===== config.mk =====
export PLATFORM = sky130hd
export DESIGN_NAME = fpu_addsub_param_flat
export DESIGN_NICKNAME = d
export VERILOG_FILES = /design/src/rtl/fpu_addsub_param_if.sv /design/src/rtl/fpu_addsub_param.sv /design/src/flat_wrapper.sv
export SDC_FILE = /design/constraint.sdc
export NUM_CORES = 1
export LEC_CHECK = 0
export CORE_MARGIN = 5
export CORE_UTILIZATION = 42
export DETAILED_ROUTE_END_ITERATION = 7
export SYNTH_ARGS = -nofsm -noshare
export SYNTH_HDL_FRONTEND = slang
export SYNTH_SLANG_ARGS = --single-unit

===== constraint.sdc =====
create_clock -name clock100KHz -period 10.05 [get_ports clock100KHz]
set_input_delay 1.005 -clock clock100KHz [delete_from_list [all_inputs] [get_ports clock100KHz]]
set_output_delay 1.005 -clock clock100KHz [all_outputs]
set_load 0.05 [all_outputs]

===== src/rtl/fpu_addsub_param_if.sv =====
// Request/response bundle between the operand register file, the adder and the result capture logic.
interface fpu_addsub_param_if #(
  parameter int unsigned W = 32
);
  logic         start;
  logic         op_sub;
  logic [W-1:0] op_A_in;
  logic [W-1:0] op_B_in;
  logic         busy;
  logic         done;
  logic [W-1:0] data_out;
  logic [3:0]   status_out;

  modport master (
    output start, op_sub, op_A_in, op_B_in,
    input  busy, done, data_out, status_out
  );

  modport slave (
    input  start, op_sub, op_A_in, op_B_in,
    output busy, done, data_out, status_out
  );
endinterface


===== src/rtl/fpu_addsub_param.sv =====
// Multi-cycle parametrised float adder/subtractor: align, operate, normalize, round-to-nearest-even.
module fpu_addsub_param #(
  parameter int unsigned EXP_W  = 6,
  parameter int unsigned MANT_W = 25,
  parameter int unsigned W      = 1 + EXP_W + MANT_W
) (
  input  logic              clock100KHz,
  input  logic              reset,
  fpu_addsub_param_if.slave bus
);

  // Mantissa layout: {carry, hidden, fraction, guard, round, sticky}
  localparam int unsigned MW        = MANT_W + 5;
  localparam int unsigned XW        = EXP_W + 1;
  localparam int unsigned RW        = MANT_W + 1;
  localparam int unsigned FAR_SHIFT = MANT_W + 3;

  localparam logic [XW-1:0] EXP_MAX    = {1'b0, {EXP_W{1'b1}}};
  localparam logic [3:0]    ST_EXACT   = 4'b0001;
  localparam logic [3:0]    ST_INEXACT = 4'b0010;
  localparam logic [3:0]    ST_OVF     = 4'b0100;
  localparam logic [3:0]    ST_UNF     = 4'b1000;

  typedef enum logic [2:0] {
    S_IDLE,
    S_ALIGN,
    S_OPERATE,
    S_NORM,
    S_ROUND
  } state_t;

  state_t          r_state, w_state_nxt;
  logic [W-1:0]    r_a, w_a_nxt;
  logic [W-1:0]    r_b, w_b_nxt;
  logic            r_sub, w_sub_nxt;
  logic [MW-1:0]   r_mx, w_mx_nxt;
  logic [MW-1:0]   r_my, w_my_nxt;
  logic            r_sx, w_sx_nxt;
  logic            r_sy, w_sy_nxt;
  logic [MW-1:0]   r_mant, w_mant_nxt;
  logic            r_sign, w_sign_nxt;
  logic [XW-1:0]   r_exp, w_exp_nxt;
  logic            r_ovf, w_ovf_nxt;
  logic            r_unf, w_unf_nxt;
  logic            r_zero, w_zero_nxt;
  logic            r_busy, w_busy_nxt;
  logic            r_done, w_done_nxt;
  logic [W-1:0]    r_data, w_data_nxt;
  logic [3:0]      r_status, w_status_nxt;

  // Operand decode and alignment of the smaller-exponent operand
  logic [EXP_W-1:0] w_ea, w_eb, w_e_big, w_e_small, w_diff;
  logic [MW-1:0]    w_ma, w_mb, w_m_big, w_m_small, w_shifted, w_mask, w_aligned;
  logic             w_sa, w_sb, w_swap, w_s_big, w_s_small, w_far, w_sticky;

  assign w_ea      = r_a[W-2 -: EXP_W];
  assign w_eb      = r_b[W-2 -: EXP_W];
  assign w_sa      = r_a[W-1];
  assign w_sb      = r_b[W-1] ^ r_sub;
  assign w_ma      = (w_ea == '0) ? '0 : {2'b01, r_a[MANT_W-1:0], 3'b000};
  assign w_mb      = (w_eb == '0) ? '0 : {2'b01, r_b[MANT_W-1:0], 3'b000};
  assign w_swap    = (w_eb > w_ea);
  assign w_e_big   = w_swap ? w_eb : w_ea;
  assign w_e_small = w_swap ? w_ea : w_eb;
  assign w_m_big   = w_swap ? w_mb : w_ma;
  assign w_m_small = w_swap ? w_ma : w_mb;
  assign w_s_big   = w_swap ? w_sb : w_sa;
  assign w_s_small = w_swap ? w_sa : w_sb;
  assign w_diff    = w_e_big - w_e_small;
  assign w_far     = (32'(w_diff) >= FAR_SHIFT);
  assign w_shifted = w_m_small >> w_diff;
  // Every source bit that lands at or below the sticky position is folded into sticky
  assign w_mask    = (MW'(1) << (w_diff + EXP_W'(1))) - MW'(1);
  assign w_sticky  = |(w_m_small & w_mask);
  assign w_aligned = w_far ? {{(MW-1){1'b0}}, |w_m_small}
                           : (w_shifted | {{(MW-1){1'b0}}, w_sticky});

  // Round-to-nearest-even on the normalized mantissa
  logic          w_lsb, w_guard, w_round, w_stk, w_inc, w_inexact, w_rcarry, w_rovf;
  logic [RW-1:0] w_rsum;
  logic [XW-1:0] w_rexp;

  assign w_lsb     = r_mant[3];
  assign w_guard   = r_mant[2];
  assign w_round   = r_mant[1];
  assign w_stk     = r_mant[0];
  assign w_inc     = w_guard & (w_round | w_stk | w_lsb);
  assign w_inexact = w_guard | w_round | w_stk;
  assign w_rsum    = {1'b0, r_mant[MW-3:3]} + RW'(w_inc);
  assign w_rcarry  = w_rsum[MANT_W];
  assign w_rexp    = r_exp + XW'(w_rcarry);
  assign w_rovf    = r_ovf | (w_rexp >= EXP_MAX);

  always_ff @(posedge clock100KHz or negedge reset) begin
    if (!reset) begin
      r_state  <= S_IDLE;
      r_a      <= '0;
      r_b      <= '0;
      r_sub    <= 1'b0;
      r_mx     <= '0;
      r_my     <= '0;
      r_sx     <= 1'b0;
      r_sy     <= 1'b0;
      r_mant   <= '0;
      r_sign   <= 1'b0;
      r_exp    <= '0;
      r_ovf    <= 1'b0;
      r_unf    <= 1'b0;
      r_zero   <= 1'b0;
      r_busy   <= 1'b0;
      r_done   <= 1'b0;
      r_data   <= '0;
      r_status <= '0;
    end else begin
      r_state  <= w_state_nxt;
      r_a      <= w_a_nxt;
      r_b      <= w_b_nxt;
      r_sub    <= w_sub_nxt;
      r_mx     <= w_mx_nxt;
      r_my     <= w_my_nxt;
      r_sx     <= w_sx_nxt;
      r_sy     <= w_sy_nxt;
      r_mant   <= w_mant_nxt;
      r_sign   <= w_sign_nxt;
      r_exp    <= w_exp_nxt;
      r_ovf    <= w_ovf_nxt;
      r_unf    <= w_unf_nxt;
      r_zero   <= w_zero_nxt;
      r_busy   <= w_busy_nxt;
      r_done   <= w_done_nxt;
      r_data   <= w_data_nxt;
      r_status <= w_status_nxt;
    end
  end

  always_comb begin
    w_state_nxt  = r_state;
    w_a_nxt      = r_a;
    w_b_nxt      = r_b;
    w_sub_nxt    = r_sub;
    w_mx_nxt     = r_mx;
    w_my_nxt     = r_my;
    w_sx_nxt     = r_sx;
    w_sy_nxt     = r_sy;
    w_mant_nxt   = r_mant;
    w_sign_nxt   = r_sign;
    w_exp_nxt    = r_exp;
    w_ovf_nxt    = r_ovf;
    w_unf_nxt    = r_unf;
    w_zero_nxt   = r_zero;
    w_busy_nxt   = r_busy;
    w_done_nxt   = 1'b0;
    w_data_nxt   = r_data;
    w_status_nxt = r_status;

    case (r_state)
      S_IDLE: begin
        if (bus.start) begin
          w_a_nxt     = bus.op_A_in;
          w_b_nxt     = bus.op_B_in;
          w_sub_nxt   = bus.op_sub;
          w_ovf_nxt   = 1'b0;
          w_unf_nxt   = 1'b0;
          w_zero_nxt  = 1'b0;
          w_busy_nxt  = 1'b1;
          w_state_nxt = S_ALIGN;
        end
      end

      S_ALIGN: begin
        w_mx_nxt    = w_m_big;
        w_my_nxt    = w_aligned;
        w_sx_nxt    = w_s_big;
        w_sy_nxt    = w_s_small;
        w_exp_nxt   = {1'b0, w_e_big};
        w_state_nxt = S_OPERATE;
      end

      S_OPERATE: begin
        if (r_sx == r_sy) begin
          w_mant_nxt = r_mx + r_my;
          w_sign_nxt = r_sx;
        end else if (r_mx > r_my) begin
          w_mant_nxt = r_mx - r_my;
          w_sign_nxt = r_sx;
        end else if (r_my > r_mx) begin
          w_mant_nxt = r_my - r_mx;
          w_sign_nxt = r_sy;
        end else begin
          w_mant_nxt = '0;
          w_sign_nxt = 1'b0;
        end
        w_state_nxt = S_NORM;
      end

      S_NORM: begin
        if (r_mant == '0) begin
          w_zero_nxt  = 1'b1;
          w_sign_nxt  = 1'b0;
          w_state_nxt = S_ROUND;
        end else if (r_mant[MW-1]) begin
          w_mant_nxt = {1'b0, r_mant[MW-1:2], r_mant[1] | r_mant[0]};
          w_exp_nxt  = r_exp + XW'(1);
          if (r_exp + XW'(1) >= EXP_MAX) w_ovf_nxt = 1'b1;
        end else if (!r_mant[MW-2]) begin
          if (r_exp <= XW'(1)) begin
            w_unf_nxt   = 1'b1;
            w_state_nxt = S_ROUND;
          end else begin
            w_mant_nxt = r_mant << 1;
            w_exp_nxt  = r_exp - XW'(1);
          end
        end else begin
          w_state_nxt = S_ROUND;
        end
      end

      S_ROUND: begin
        w_state_nxt = S_IDLE;
        w_busy_nxt  = 1'b0;
        w_done_nxt  = 1'b1;
        if (w_rovf) begin
          w_data_nxt   = {r_sign, {EXP_W{1'b1}}, {MANT_W{1'b0}}};
          w_status_nxt = ST_OVF;
        end else if (r_unf) begin
          w_data_nxt   = '0;
          w_status_nxt = ST_UNF;
        end else if (r_zero) begin
          w_data_nxt   = '0;
          w_status_nxt = ST_EXACT;
        end else begin
          w_data_nxt   = {r_sign, w_rexp[EXP_W-1:0], w_rsum[MANT_W-1:0]};
          w_status_nxt = w_inexact ? ST_INEXACT : ST_EXACT;
        end
      end

      default: w_state_nxt = S_IDLE;
    endcase
  end

  assign bus.busy       = r_busy;
  assign bus.done       = r_done;
  assign bus.data_out   = r_data;
  assign bus.status_out = r_status;

endmodule


===== src/flat_wrapper.sv =====
// flat-port wrapper written by rule: the top's interface ports become plain ports
module fpu_addsub_param_flat 
#(
  parameter int unsigned EXP_W  = 6,
  parameter int unsigned MANT_W = 25,
  parameter int unsigned W      = 1 + EXP_W + MANT_W
)
  (clock100KHz, reset, bus_start, bus_op_sub, bus_op_A_in, bus_op_B_in, bus_busy, bus_done, bus_data_out, bus_status_out);
  fpu_addsub_param_if #(.W(W)) bus_i ();
  input  logic clock100KHz;
  input  logic reset;
  input wire logic [$bits(bus_i.start)-1:0] bus_start;
  input wire logic [$bits(bus_i.op_sub)-1:0] bus_op_sub;
  input wire logic [$bits(bus_i.op_A_in)-1:0] bus_op_A_in;
  input wire logic [$bits(bus_i.op_B_in)-1:0] bus_op_B_in;
  output wire logic [$bits(bus_i.busy)-1:0] bus_busy;
  output wire logic [$bits(bus_i.done)-1:0] bus_done;
  output wire logic [$bits(bus_i.data_out)-1:0] bus_data_out;
  output wire logic [$bits(bus_i.status_out)-1:0] bus_status_out;
  assign bus_i.start = bus_start;
  assign bus_i.op_sub = bus_op_sub;
  assign bus_i.op_A_in = bus_op_A_in;
  assign bus_i.op_B_in = bus_op_B_in;
  assign bus_busy = bus_i.busy;
  assign bus_done = bus_i.done;
  assign bus_data_out = bus_i.data_out;
  assign bus_status_out = bus_i.status_out;
  fpu_addsub_param #(.EXP_W(EXP_W), .MANT_W(MANT_W), .W(W)) u_core (.clock100KHz(clock100KHz), .reset(reset), .bus(bus_i));
endmodule

==> metrics.cfg, run 1 <==
[floorplanning]
design.portCount = 106
die_area_mm2 = 0.0431
effective_utilization_at_floorplan_pct = 42.5
floorplan.die.height_um = 208
core-area_mm2 = 0.0386
die_w_um = 208
floorplan.rows = 72

[global_route]
grt_overflow_total = 0
number_of_global_route_vias_before_repair = 15100
grt_first_pass_wirelength_mm = 88.4
antenna_found_initial = 0
grt_util_all_layers_pct = 25.0
grt_max_degree = 70

[place]
place.gp.congestion = 0.968
dp_slack_ns = 4.72
numPortBuffers = 105
hpwl_mm = 43.4

[sta]
finalCriticalPeriod_ns = 5.39
fmax_mhz = 186
setup_viol = 0
grt_setup_unrepaired = false
final-max-slew-violation-count = 0
clock_skew_ns = 0.0124
timing.max_slew.rel_slack_pct = 32.7
final_critical_path_setup_slack_ns = 4.66
setup_tns_ns = 0
worst-slew-pin-transition_ns = 1.01
hold_viol = 0
final_cycle_utilization_of_the_critical_path_pct = 53.6

[cells_and_area]
antennaDiodeCount = 0
area_taken_by_flip_flops_and_latches_mm2 = 0.00510
layout_commonest_cell = sky130_fd_sc_hd__dfrtp_1
utilization_pct = 48.3
final_nets = 2158
final_cell_mix = sky130_fd_sc_hd__dfrtp_1, sky130_fd_sc_hd__nand2_1, sky130_fd_sc_hd__a21oi_1
drive_gt1_share_pct = 9.05
multi_input_area_mm2 = 0.0104
areaGrowthSynthToFinish_pct = 13.8
fill_cells = 3799

[detailed_routing]
ant_nets_after_route = 0
drt_first_iter_violations = 1301
first_pass_iters = 7
wl_mm = 55.7
viasPerCell = 6.06
avgRoutedWirePerCell_um = 22.0
detailroute.via_count = 15300
drcViolationCount = 0

[synth]
synth_top_family_by_area = compound AO/OA/AOI/OAI gates
synth-warning-count = 0
syn-instance-count = 1976
synthDistinctLibCells = 89
synth_compound_gate_area_share_pct = 27.7
synth_edf_count = 0
syn-num-nets = 2138
synth_area_per_cell_um2 = 8.31
synth.ff_latch_count = 204
asyncSetResetFlopFracSynth_pct = 100
yosys.area_share.xor_xnor_pct = 3.61
synth-simple-area-share_pct = 16.5
sequential_cell_area_fraction_in_the_yosys_report_pct = 31.1
ys_dominant_reg_cell = sky130_fd_sc_hd__dfrtp_1
fraction_of_synthesized_area_in_multiplexers_pct = 8.07
mappedNetlistArea_mm2 = 0.0164
synth_adder_area_share_pct = 7.26

[clock_tree]
cts-root-to-sink-buffers = 3
post_cts_resize_count = 0
tritoncts_num_sinks = 204
clock-root-buffer = sky130_fd_sc_hd__clkbuf_16
cts-buffers-inserted = 26
clkSlewWorstSetupHoldPaths_ns = 0.06
htree_levels = 1
postCtsSetupRepairBufs = 0
clk_latency_ns = 0.54
tritoncts = built
ctsHoldBuffers = 0

[worst_setup_path]
worst_path_most_repeated_cell = sky130_fd_sc_hd__ha_1
cp-end-kind = flop
slowest_delay_ns = 0.63
timing.critical_path.cells = ha_1 -> and3_4 -> o211a_1 -> o31a_4 -> o21a_1 -> ha_1 -> a311o_1 -> nor3_2 -> o221ai_4 -> xnor2_2 -> nand3_1 -> nor2_1 -> nand2_1 -> a221oi_2 -> o22ai_1
timing.critical_path.from_type = flop
crit_arrival_ns = 5.79
setup.worst_path.class = reg2reg
critPathSlowestCell = sky130_fd_sc_hd__xnor2_2
critPathMaxFanout = 22
cp_data_required_time_ns = 10.45

[flow_run]
drv.max_cap_violation_count = 0

[run_status]
result_of_the_run = finished clean

[min_path]
timing.hold.worst.class = in2async

-- final timing paths --
check | start | endpoint | slack, ns | cells after the start
max | u_core.r_b[29] | u_core.r_my[0] | 4.66 | 15
min | reset | u_core.bus.data_out[28] | 0.46 | 1
max reg2reg | u_core.r_b[29] | u_core.r_my[0] | 4.66 | 15
min reg2reg | u_core.bus.data_out[28] | u_core.bus.data_out[28] | 0.47 | 2
max in group asynchronous | reset | u_core.r_mx[22] | 7.46 | 3
min in group clock100KHz | u_core.bus.data_out[28] | u_core.bus.data_out[28] | 0.47 | 2
-- cell families after synthesis --
kind of cell,Yosys count
fa+ha+maj,94
mux,116
flops,204
simple gates,573
buf+inv,248
compound gates,675
xor+xnor,66
-- per-stage QoR --
stage	area (um2)	instances	hold slack [ns]
floorplan	16400	1976	0.477
global placement	17800	2486	0.456
detailed placement	17800	2486	0.462
CTS	18700	2530	0.468
global route	18700	2530	0.488
finish	18700	2530	0.460
-- worst max-delay path, delay by kind of cell, from the launching register on --
kind | cells | cell delay, ns
AND/OR/NAND/NOR | 5 | 1.79
XOR/XNOR | 1 | 0.63
adder cells (fa/ha/maj) | 2 | 0.60
AO/OA/AOI/OAI | 7 | 1.77
flip-flops | 1 | 0.44
-- cells in the mapped netlist (all sizes together) (38+ instances only) --
library cell | number | area share [%]
dfrtp | 204 | 31
nand2 | 188 | 4.3
a21oi | 162 | 5.0
o21ai | 155 | 4.7
nor2 | 142 | 3.3
clkbuf | 114 | 2.6
inv | 102 | 2.3
ha | 92 | 7.0
mux2 | 68 | 4.7
nand3 | 48 | 1.5
a221oi | 44 | 2.4
mux2i | 42 | 2.6
nor3 | 39 | 1.2
a21o | 38 | 1.7
xnor2 | 38 | 2.1
-- registers in the layout, summed over array words and instances, names as in the netlist --
name                   count
u_core.r_sign              1
u_core.r_sy                1
u_core.r_my               29
u_core.r_state             3
u_core.r_mant             30
u_core.bus.data_out       32
u_core.r_mx               26
u_core.r_a                32
u_core.r_sx                1
u_core.r_b                32
u_core.bus.status_out      4
u_core.r_exp               7
u_core.r_zero              1
u_core.r_sub               1
u_core.r_ovf               1
u_core.bus.busy            1
u_core.r_unf               1
u_core.bus.done            1
-- layer usage --
| layer | routed length (um) | GRT usage [%] | share of wire [%] | vias up |
|---|---|---|---|---|
| met5 | 0 | 0 | 0 | - |
| met1 | 24900 | 34.8 | 45 | 7387 |
| met4 | 1490 | 6.30 | 2.7 | 0 |
| met3 | 3560 | 4.34 | 6.4 | 84 |
| li1 | - | - | - | 7326 |
| met2 | 25700 | 40.6 | 46 | 528 |
-- layout make-up --
class                   instances  area share [%]
well taps                     518            3.47
clock inverters                 7           0.388
multi-input cells            1524            55.7
inverters                     103            2.07
repair buffers                137            6.93
clock buffers                  37            4.08
flip-flops and latches        204            27.3
Power of run 1 is left out: the tool's default activity adds up to more than one toggle a clock period on the data nets, which glitch-free logic cannot reach.
==> inputs of run 2 (changes only) <==
Clock period 10.05 ns to 4.35 ns, I/O delays scaled along.
==> metrics.cfg, run 2 (synthesis results as in run 1) <==
[place]
numPortBuffers = 105  ; unchanged
dpl_cell_area_mm2 = 0.0186  ; was 0.0178 mm2
place.gp.congestion = 0.964  ; was 0.968
hpwl_mm = 45.5  ; was 43.4 mm

[min_path]
timing.hold.worst.class = in2async  ; unchanged

[floorplanning]
die_w_um = 208  ; unchanged
floorplan.die.height_um = 208  ; unchanged
floorplan.rows = 72  ; unchanged
design.portCount = 106  ; unchanged
core-area_mm2 = 0.0386  ; unchanged
effective_utilization_at_floorplan_pct = 42.5  ; unchanged
die_area_mm2 = 0.0431  ; unchanged

[detailed_routing]
ant_nets_after_route = 0  ; unchanged
drt_first_iter_violations = 1219  ; was 1301
viasPerCell = 5.98  ; was 6.06
first_pass_iters = 6  ; was 7
detailroute.via_count = 15700  ; was 15.3k
avgRoutedWirePerCell_um = 21.8  ; was 22.0 um
drcViolationCount = 0  ; unchanged
wl_mm = 57.2  ; was 55.7 mm

[sta]
hold_viol = 0  ; unchanged
final-max-slew-violation-count = 0  ; unchanged
clock_skew_ns = 0.0114  ; was 0.0124 ns
worst-slew-pin-transition_ns = 1.06  ; was 1.01 ns
setup_viol = 0  ; unchanged
timing.max_slew.rel_slack_pct = 29.6  ; was 32.7%
setup_tns_ns = 0  ; unchanged
finalCriticalPeriod_ns = 4.10  ; was 5.39 ns
grt_setup_unrepaired = false  ; unchanged
final_cycle_utilization_of_the_critical_path_pct = 94.2  ; was 53.6%
fmax_mhz = 244  ; was 186 MHz

[clock_tree]
tritoncts = built  ; unchanged
cts-buffers-inserted = 24  ; was 26
tritoncts_num_sinks = 204  ; unchanged
cts-root-to-sink-buffers = 3  ; unchanged
clkSlewWorstSetupHoldPaths_ns = 0.06  ; about the same
clock-root-buffer = sky130_fd_sc_hd__clkbuf_16  ; unchanged
htree_levels = 1  ; unchanged
clk_latency_ns = 0.54  ; about the same

[global_route]
number_of_global_route_vias_before_repair = 15400  ; was 15.1k
antenna_found_initial = 1  ; was 0
grt_overflow_total = 0  ; unchanged
grt_first_pass_wirelength_mm = 89.8  ; was 88.4 mm
grt_util_all_layers_pct = 25.6  ; was 25.0%
grt_max_degree = 103  ; was 70

[worst_setup_path]
setup.worst_path.class = reg2reg  ; unchanged
worst_path_most_repeated_cell = sky130_fd_sc_hd__buf_4  ; was sky130_fd_sc_hd__ha_1
cp_data_required_time_ns = 4.76  ; was 10.45 ns
crit-reg2reg-capture = u_core.r_my[0]  ; unchanged
reg2reg_start = u_core.r_a[29]  ; was u_core.r_b[29]
cp-end-kind = flop  ; unchanged
r2r_setup_slack_ns = 0.25  ; was 4.66 ns
critPathSlowestCell = sky130_fd_sc_hd__a2111o_1  ; was sky130_fd_sc_hd__xnor2_2
worstRegToRegCells = 18  ; was 15
crit_arrival_ns = 4.51  ; was 5.79 ns
critPathMaxFanout = 14  ; was 22
timing.critical_path.from_type = flop  ; unchanged
slowest_delay_ns = 0.41  ; was 0.63 ns
timing.critical_path.cells = inv_1 -> ha_4 -> and3_4 -> o211a_1 -> buf_4 -> o311ai_1 -> o21a_1 -> ha_1 -> a311o_1 -> nor3_4 -> o221ai_4 -> xnor2_2 -> buf_4 -> nor2_1 -> a41oi_1 -> a2111o_1 -> a221oi_2 -> o22ai_1  ; was ha_1 -> and3_4 -> o211a_1 -> o31a_4 -> o21a_1 -> ha_1 -> a311o_1 -> nor3_2 -> o221ai_4 -> xnor2_2 -> nand3_1 -> nor2_1 -> nand2_1 -> a221oi_2 -> o22ai_1

[run_status]
result_of_the_run = finished clean  ; unchanged

[cells_and_area]
utilization_pct = 50.4  ; was 48.3%
final_cell_mix = sky130_fd_sc_hd__dfrtp_1, sky130_fd_sc_hd__nand2_1, sky130_fd_sc_hd__a21oi_1  ; unchanged
areaGrowthSynthToFinish_pct = 18.8  ; was 13.8%
layout_commonest_cell = sky130_fd_sc_hd__dfrtp_1  ; unchanged
final_nets = 2243  ; was 2158
antennaDiodeCount = 0  ; unchanged
final_cell_area_mm2 = 0.0195  ; was 0.0187 mm2
drive_gt1_share_pct = 13.2  ; was 9.05%

[flow_run]
drv.max_cap_violation_count = 0  ; unchanged

run 2: changes by cell type in the layout (fill, tap and decap cells not counted), sizes merged:
cell | previous run | this run
buf | 32 | 119
bufinv | 1 | 5
clkbuf | 38 | 34
clkinvlp | 2 | 3
inv | 103 | 102
run 2: area by class of cell:
| cell class | instances | area [um2] |
|---|---|---|
| well taps | 518 | 648 |
| inverters | 103 | 387 |
| clock buffers | 33 | 716 |
| multi-input cells | 1524 | 10500 |
| clock inverters | 11 | 188 |
| flip-flops and latches | 204 | 5100 |
| repair buffers | 224 | 1990 |
| fillers | 3756 | 19200 |
run 2: layer usage:
layer	vias to the layer above	part of all wire [%]	global-route usage [%]
li1	7488	-	-
met1	7551	46	36.0
met2	479	45	40.9
met3	136	5.0	2.86
met4	2	4.3	9.49
met5	-	0.023	0
run 2: stage by stage:
| step | setup WS, ns | cells | hold WS [ns] |
|---|---|---|---|
| global route | 0.0298 | 2617 | 0.0650 |
| finish | 0.251 | 2617 | 0.00653 |
| CTS | 0.136 | 2616 | 0.0289 |
| detailed placement | 0.166 | 2572 | 0.470 |
| global placement | 0.260 | 2572 | 0.455 |
| floorplan | 0.0100 | 1976 | 0.139 |
run 2: worst max-delay path by stage:
stage / from / to / slack (ns)
detailed placement: u_core.r_a[29] / u_core.r_my[0] / 0.17
CTS: u_core.r_a[29] / u_core.r_my[0] / 0.14
global placement: u_core.r_a[29] / u_core.r_my[0] / 0.26
global route: u_core.r_b[30] / u_core.r_my[0] / 0.03
finish: u_core.r_a[29] / u_core.r_my[0] / 0.25
floorplan: u_core.r_a[29] / u_core.r_my[0] / 0.01
run 2: worst max-delay path: cells and delay by family (launching register included):
kind                     cells  cell delay, ns
buffers and inverters        3            0.49
AND/OR/NAND/NOR              3            0.53
flip-flops                   1            0.37
AO/OA/AOI/OAI                9            1.89
adder cells (fa/ha/maj)      2            0.48
XOR/XNOR                     1            0.20
run 2: what timing repair did:
item,CTS,global route
endpoints found under the hold margin,0,0
setup buffers,0,1
endpoints found under the setup margin,0,5
hold buffers,0,0
gates resized for setup,0,2
Power of run 2 is left out for the same reason.
